==> config.mk <==
export PLATFORM = sky130hd
export DESIGN_NAME = param_fifo
export DESIGN_NICKNAME = d
export VERILOG_FILES = /design/src/rtl/param_fifo_pkg.sv /design/src/rtl/param_fifo_mem.sv /design/src/rtl/param_fifo.sv
export SDC_FILE = /design/constraint.sdc
export NUM_CORES = 1
export LEC_CHECK = 0
export ABC_AREA = 1
export CORE_ASPECT_RATIO = 0.7
export CORE_MARGIN = 2
export CORE_UTILIZATION = 45
export CTS_BUF_LIST = sky130_fd_sc_hd__clkbuf_16
export DETAILED_ROUTE_END_ITERATION = 8
export PLACE_DENSITY_LB_ADDON = 0.08
export SYNTH_ARGS = -nofsm -noshare
export SYNTH_HDL_FRONTEND = slang
export SYNTH_SLANG_ARGS = --single-unit
==> constraint.sdc <==
create_clock -name clk -period 4.35 [get_ports clk]
set_clock_uncertainty 0.15 [all_clocks]
set_input_delay 0.6525 -clock clk [delete_from_list [all_inputs] [get_ports clk]]
set_output_delay 0.6525 -clock clk [all_outputs]
set_load 0.05 [all_outputs]
==> src/rtl/param_fifo_pkg.sv <==
// Shared helpers for the parametrised FIFO:
// pointer wrap and counter width sizing.
package param_fifo_pkg;

  function automatic int cnt_w(input int depth);
    return $clog2(depth + 1);
  endfunction

  function automatic int ptr_w(input int depth);
    return (depth < 2) ? 1 : $clog2(depth);
  endfunction

  // Depth need not be a power of two, so wrap explicitly.
  function automatic int unsigned ptr_inc(
    input int unsigned ptr,
    input int unsigned depth
  );
    return (ptr == depth - 1) ? 0 : ptr + 1;
  endfunction

endpackage

==> src/rtl/param_fifo_mem.sv <==
// FIFO storage: DEPTH x WIDTH array,
// one synchronous write port, one asynchronous read port.
module param_fifo_mem #(
  parameter int WIDTH = 8,
  parameter int DEPTH = 16,
  parameter int AW    = 4
) (
  input  logic             clk_i,
  input  logic             we_i,
  input  logic [AW-1:0]    waddr_i,
  input  logic [WIDTH-1:0] wdata_i,
  input  logic [AW-1:0]    raddr_i,
  output logic [WIDTH-1:0] rdata_o
);

  logic [WIDTH-1:0] mem_q [DEPTH];

  always_ff @(posedge clk_i) begin
    if (we_i) begin
      mem_q[waddr_i] <= wdata_i;
    end
  end

  assign rdata_o = mem_q[raddr_i];

endmodule

==> src/rtl/param_fifo.sv <==
// Single-clock FIFO with occupancy count, threshold flags,
// sticky overflow/underflow and standard or FWFT read mode.
module param_fifo
  import param_fifo_pkg::*;
#(
  parameter int WIDTH     = 8,
  parameter int DEPTH     = 16,
  parameter int AF_THRESH = 14,
  parameter int AE_THRESH = 2,
  parameter int FWFT      = 0
) (
  input  logic                      clk,
  input  logic                      rst,
  input  logic                      wr_en,
  input  logic [WIDTH-1:0]          wr_data,
  input  logic                      rd_en,
  output logic [WIDTH-1:0]          rd_data,
  output logic                      rd_valid,
  output logic                      full,
  output logic                      empty,
  output logic                      almost_full,
  output logic                      almost_empty,
  output logic [cnt_w(DEPTH)-1:0]   count,
  input  logic                      clr_err,
  output logic                      overflow,
  output logic                      underflow
);

  localparam int CW = cnt_w(DEPTH);
  localparam int PW = ptr_w(DEPTH);

  logic [PW-1:0]    wr_ptr_q, wr_ptr_d;
  logic [PW-1:0]    rd_ptr_q, rd_ptr_d;
  logic [CW-1:0]    count_q, count_d;
  logic             full_q, empty_q;
  logic             af_q, ae_q;
  logic             ovf_q, ovf_d;
  logic             udf_q, udf_d;
  logic             wr_acc, rd_acc;
  logic [WIDTH-1:0] head;

  // Acceptance looks only at registered flags,
  // so a full FIFO still drains and an empty one still fills.
  always_comb begin
    wr_acc   = wr_en && !full_q;
    rd_acc   = rd_en && !empty_q;
    wr_ptr_d = wr_ptr_q;
    rd_ptr_d = rd_ptr_q;
    count_d  = count_q;
    if (wr_acc) begin
      wr_ptr_d = PW'(ptr_inc(32'(wr_ptr_q), DEPTH));
    end
    if (rd_acc) begin
      rd_ptr_d = PW'(ptr_inc(32'(rd_ptr_q), DEPTH));
    end
    if (wr_acc && !rd_acc) begin
      count_d = count_q + CW'(1);
    end else if (rd_acc && !wr_acc) begin
      count_d = count_q - CW'(1);
    end
    ovf_d = clr_err ? 1'b0 : (ovf_q || (wr_en && full_q));
    udf_d = clr_err ? 1'b0 : (udf_q || (rd_en && empty_q));
  end

  always_ff @(posedge clk or posedge rst) begin
    if (rst) begin
      wr_ptr_q <= '0;
      rd_ptr_q <= '0;
      count_q  <= '0;
      full_q   <= 1'b0;
      empty_q  <= 1'b1;
      af_q     <= 1'b0;
      ae_q     <= 1'b1;
      ovf_q    <= 1'b0;
      udf_q    <= 1'b0;
    end else begin
      wr_ptr_q <= wr_ptr_d;
      rd_ptr_q <= rd_ptr_d;
      count_q  <= count_d;
      full_q   <= (count_d == CW'(DEPTH));
      empty_q  <= (count_d == '0);
      af_q     <= (count_d >= CW'(AF_THRESH));
      ae_q     <= (count_d <= CW'(AE_THRESH));
      ovf_q    <= ovf_d;
      udf_q    <= udf_d;
    end
  end

  param_fifo_mem #(
    .WIDTH (WIDTH),
    .DEPTH (DEPTH),
    .AW    (PW)
  ) u_mem (
    .clk_i   (clk),
    .we_i    (wr_acc),
    .waddr_i (wr_ptr_q),
    .wdata_i (wr_data),
    .raddr_i (rd_ptr_q),
    .rdata_o (head)
  );

  if (FWFT != 0) begin : g_fwft
    // Head word is shown directly; zero while empty so
    // uninitialised storage never leaks out.
    assign rd_data  = empty_q ? '0 : head;
    assign rd_valid = !empty_q;
  end else begin : g_std
    logic [WIDTH-1:0] rd_data_q;
    logic             rd_valid_q;

    always_ff @(posedge clk or posedge rst) begin
      if (rst) begin
        rd_data_q  <= '0;
        rd_valid_q <= 1'b0;
      end else begin
        rd_valid_q <= rd_acc;
        if (rd_acc) begin
          rd_data_q <= head;
        end
      end
    end

    assign rd_data  = rd_data_q;
    assign rd_valid = rd_valid_q;
  end

  assign count        = count_q;
  assign full         = full_q;
  assign empty        = empty_q;
  assign almost_full  = af_q;
  assign almost_empty = ae_q;
  assign overflow     = ovf_q;
  assign underflow    = udf_q;

endmodule

* Yosys cells after proc, flatten, opt, wreduce, memory -nomap -nowiden
Memories as Yosys holds them, arrays and structs flattened. A register that Yosys moved wholly into a read port is not among the register bits.
Index checks and enable logic that the tools add are counted.
** Storage, ports and cells
- Input port bits :: 13
- Memory bits (writable) :: 128
- Output and inout bits :: 20
- Memories :: 1
- Register bits after elaboration :: 20
** Memory list
- u_mem.mem_q :: words 16, bits a word 8, rd ports 1, clocked after Yosys merged registers in 1, write ports 1, line param_fifo_mem.sv:16 : logic [WIDTH-1:0] mem_q [DEPTH];
** Cells by class
- Order comparisons :: 2
- Multiplexer cells :: 8
- Eq/ne operators :: 3
- Reduce and logical (&&, ||, !) cells :: 13
- Add/subtract/negate cells :: 4
** Operators with widths (count)
- $mux 5 :: 2
- $add 4x1->4 const B :: 2
- $eq 4x4->1 const B :: 2
- $mux 4 :: 2
- $logic_and 1x1->1 :: 6
- $add 5x1->5 const B :: 1
- $eq 5x5->1 const B :: 1
- $ge 5x4->1 const B :: 1
- $le 5x2->1 const B :: 1
- $logic_not 5->1 :: 1
- $sub 5x1->5 const B :: 1
- $logic_not 1->1 :: 4
- $mux 1 :: 4
- $logic_or 1x1->1 :: 2

* Logic depth before layout (Yosys ltp)
- Depth in word-level cells :: 7
- Mapped depth :: 10
- Gate-level depth less buffers :: 10

* Modules after synthesis
Synthesis repeated with hierarchy kept, for this count alone.
** Second synthesis, totals
- Cell total of the unflattened synthesis :: 702
- Area, all modules :: 6960.4 um^2
** By module, submodules not included
- param_fifo_mem :: cells each 543, area each 5606.6 um^2, instances 1
- param_fifo :: cells each 159, area each 1353.8 um^2, instances 1

* Worst setup path before layout
No wires, ideal clock.
- Path kind :: register to register
- Start :: reg full_q, in the netlist full
- End :: mem u_mem.mem_q[11][0] (enable)
- Period minus slack after synthesis :: 1.970 ns
- Data required time :: 3.830 ns
- Stages on the path, launching flop included :: 5
- Arrival :: 1.450 ns
- Slack :: 2.380 ns
- Path through :: dfrtp_1 > nor2_4 > buf_6 > nand2_1 > nor2_1
** On the way
- Word-level cells in the longest chain between the ends :: 4
** RTL lines
- start: declaration :: line param_fifo.sv:35 : logic full_q, empty_q;
- start signal: assignment :: line param_fifo.sv:80 : full_q <= (count_d == CW'(DEPTH));
- $logic_not 1->1 :: line param_fifo.sv:45 : wr_acc = wr_en && !full_q;
- $logic_and 1x1->1 :: line param_fifo.sv:45
- $mux 1 :: line param_fifo_mem.sv:19 : if (we_i) begin
- $mux 1 (not written as such) :: line param_fifo_mem.sv:20 : mem_q[waddr_i] <= wdata_i;
- end: declaration :: line param_fifo_mem.sv:16
Every way passes these cells.

* Worst setup path after layout
- Start :: reg empty_q, in the netlist empty
- End :: out empty
** RTL lines
- start: declaration :: line param_fifo.sv:35
- start signal: assignment :: line param_fifo.sv:81 : empty_q <= (count_d == '0);
- end: declaration :: line param_fifo.sv:20 : output logic empty,
No word-level cell between the ends.

==> summary.md <==
The total clock buffers created by CTS was 17. For this run, the register share of the synthesized area comes to 67.9%. TritonCTS built the clock tree. The placed wire-length estimate after detailed placement is 10.1 mm, and the required time of the critical path is 3550 ps.

The number of buffer and inverter stages on the critical path was 1. The die is 106 um tall. The maximum fanout count along the critical path was 4; the number of max-slew violations in the final report was 0. For this design the ratio of total power to cell area is 680 nW/um^2. The logs give 420 ps for the clock insertion delay at the later pin of the skew report and 0 for the hold-fix buffer count after cts. Origin of the worst setup path: empty$_DFF_PP1_. Summed over all nets, the switching power comes to 1.96 mW. The final layout contains 679 nets. Yosys printed 0 warnings. Dividing the final minimum period by the clock period gives 60.7%. The run finished with clean final reports. Entering global routing, the biggest net connects 67 pins.

In this run the worst hold path is classified as reg2reg. The logs give 14,600 um^2 for the area of the placeable core and 0 for the count of endpoints failing hold in the final timing report. At the pin with the least slew margin, the transition time is 1180 ps. CTS saw 156 sinks.

The gate count after technology mapping is 631, and the final wirelength is 15.5 mm. From synthesis to final layout, the design area changed by 15.2%. No sink is reached through more buffers than the 2 on the longest clock path. Net switching is 37.4% of the power. Summing over every cut layer, the via total after detailed routing is 4,440.

The leakage power total is 3.06 nW. Setup repair after global routing left no endpoint under its margin. The total number of H-tree levels was 4. The arrival time reported for the critical path endpoint came out at 1840 ps.

The number of antenna violations at the first check in global routing came out at 0. The worst register-to-register path begins at rd_ptr_q[0]$_DFFE_PP0P_. Walking the worst path, the cells encountered are clkdlybuf4s50_1. Setup violations remaining at the end of the flow were counted as 0.

The largest delay contributor family on the critical path was buffers and inverters. The detailed router finished its first iteration with 397 violations. Final total power: 5.25 mW. Post-CTS timing repair inserted 0 buffers for setup. The tool flagged a number of max-cap violations equal to 0.

The floorplan has 37 rows. 0 antenna diodes ended up in the layout. The maximum clock rate was 379 MHz; the number of buffers added on ports was 32. Global routing consumed, over all layers together, 21.2% of the routing resources. After clock tree synthesis, the clock-pin slew on the worst setup and hold paths is 60 ps.

After detailed routing, the number of vias per cell comes to 5.12. The tools report the cell chosen for the clock root as sky130_fd_sc_hd__clkbuf_16. The mean routed wirelength per cell is 17.9 um, and the setup slack of the critical path after layout is 1710 ps. The number of nets in the synthesized netlist is 651.

STA classifies the critical path endpoint as an output port. For the overall die area, the log shows 15,900 um^2. Cells with a size suffix above 1 make up 8.63% of the layout. The class of the most critical setup path is reg2out. The mapped netlist covers 6700 um^2. For the worst slew margin relative to its limit, the log shows 21.4%. The top-level I/O count was 33. The slowest stage of the critical path is the sky130_fd_sc_hd__clkdlybuf4s50_1 cell. The power share of the sequential group is 37.8%, and the count of nets left with antenna violations after detail routing is 0. The worst IR drop on VDD is 269 uV. Yosys mapped the design onto 27 distinct sky130hd cell types. The logs give 4,224 for the number of global-route vias before repair and 0.804 for the global placement routability congestion. Part of the total power dissipated in the clock network: 29.1%. The mean instance size in the synthesized netlist came out at 10.6 um^2. From left edge to right edge, the die measures 150 um. The cell internal power dissipation is 3.28 mW, and the register bit count reported by yosys is 156. For the finished layout, the period the worst path requires is 2640 ps.

For this run the aggregate overflow at the end of global routing stands at 0. The largest single stage delay on the critical path is 820 ps. The tools report the number of design rule violations left after detail routing as 0. Setup total negative slack on the finished layout was measured at 0 ps. The logs give 0 for the number of gates resized after CTS and 5 for the detailed-routing iteration count for the pre-antenna-repair pass. In this run, the combinational gates consume 33.1% of the power.

The tools report the initial core utilization as 45.8%. The worst hold path begins at overflow$_DFF_PP0_. Prior to clock tree synthesis, the placed netlist has a worst setup slack of 1390 ps. The worst setup path is launched from a flip-flop. The first global-routing pass estimated 24.1 mm of wire.
-- through the flow --
stage / hold WS (ps) / instances / utilization (%) / cell area [um^2]
after CTS: 356 / 867 / 52.7 / 7720
after global placement: 332 / 835 / 48.6 / 7110
after detailed placement: 341 / 835 / 48.6 / 7110
final: 348 / 867 / 52.7 / 7720
after global routing: 404 / 867 / 52.7 / 7720
after floorplan: 351 / 631 / - / 6700
-- placed cells by master, fill, tap and decap left out, drive strengths merged, types with 6 or more instances in the layout --
master           n
nor2            63
clkbuf          17
nand2          226
o21ai           15
edfxtp         128
clkinv           6
nand3           73
a21oi           18
inv             42
ha               7
clkdlybuf4s50   32
dfrtp           26
-- layout make-up --
class / instances / area, um^2
Clock buffer: 17 / 425
Inverter: 41 / 154
Clock inverter: 15 / 181
Timing Repair Buffer: 34 / 335
Tap cell: 195 / 244
Fill cell: 1315 / 6910
Sequential cell: 156 / 4550
Multi-Input combinational cell: 409 / 1830
-- per-layer routing --
metal,wire [um],global-route usage (%)
met1,7820,32.7
met2,6420,28.9
met3,1060,5.19
met4,222,7.61
met5,0,0
-- sequential cells by signal, summed over array words and instances (netlist names) --
| signal | count |
|---|---|
| full | 1 |
| empty | 1 |
| u_mem.mem_q | 128 |
| almost_full | 1 |
| rd_valid | 1 |
| almost_empty | 1 |
| rd_ptr_q | 4 |
| wr_ptr_q | 4 |
| rd_data | 8 |
| count | 5 |
| overflow | 1 |
| underflow | 1 |
-- kinds of logic after synthesis --
logic type / share of synthesized area [%]
xor+xnor: 0.392
flops: 67.9
compound gates: 2.58
buf+inv: 4.84
fa+ha+maj: 1.31
simple gates: 23.0
-- power by group through the flow --
stage / combinational (mW) / clock, mW / sequential, mW
2_1_floorplan: 1.03 / 0 / 2.22
3_3_place_gp: 1.72 / 0 / 2.01
3_5_place_dp: 1.73 / 0 / 2.01
4_1_cts: 1.74 / 1.55 / 1.98
5_1_grt: 1.93 / 1.61 / 2.01
6_report: 1.73 / 1.53 / 1.98
-- path summary, 6_finish.rpt --
| kind | endpoint | cells after the start | slack, ps |
|---|---|---|---|
| setup / recovery | empty | 1 | 1710 |
| hold / removal | overflow$_DFF_PP0_ | 2 | 350 |
| setup reg to reg | rd_data[4]$_DFFE_PP0P_ | 7 | 2040 |
| hold reg to reg | overflow$_DFF_PP0_ | 2 | 350 |
| max in group asynchronous | rd_ptr_q[0]$_DFFE_PP0P_ | 2 | 2570 |
| min in group asynchronous | rd_valid$_DFF_PP0_ | 2 | 700 |
-- cell usage after synthesis --
library cell	count	share of area (%)
sky130_fd_sc_hd__nand2_1	216	12
sky130_fd_sc_hd__edfxtp_1	128	57
sky130_fd_sc_hd__nand3_1	70	5.2
sky130_fd_sc_hd__nor2_1	59	3.3
sky130_fd_sc_hd__inv_1	33	1.8
sky130_fd_sc_hd__dfrtp_1	26	9.7
sky130_fd_sc_hd__a21oi_1	18	1.3
sky130_fd_sc_hd__o21ai_1	10	0.75
sky130_fd_sc_hd__buf_2	7	0.52
sky130_fd_sc_hd__ha_1	7	1.3
sky130_fd_sc_hd__inv_2	7	0.39
sky130_fd_sc_hd__nand2_2	7	0.65
sky130_fd_sc_hd__buf_4	6	0.67
sky130_fd_sc_hd__buf_6	6	1.0
sky130_fd_sc_hd__o21ai_0	5	0.37
sky130_fd_sc_hd__buf_1	3	0.17
sky130_fd_sc_hd__clkbuf_1	3	0.17
sky130_fd_sc_hd__nand2_4	3	0.50
sky130_fd_sc_hd__nand3_2	3	0.45
sky130_fd_sc_hd__xor2_1	3	0.39
sky130_fd_sc_hd__dfstp_2	2	0.78
sky130_fd_sc_hd__nor2_2	2	0.19
sky130_fd_sc_hd__nor2_4	2	0.34
sky130_fd_sc_hd__nor3_1	2	0.15
sky130_fd_sc_hd__clkinv_1	1	0.056
sky130_fd_sc_hd__nand4_1	1	0.093
sky130_fd_sc_hd__o211ai_1	1	0.11
Power figures use the tool's default switching activity.
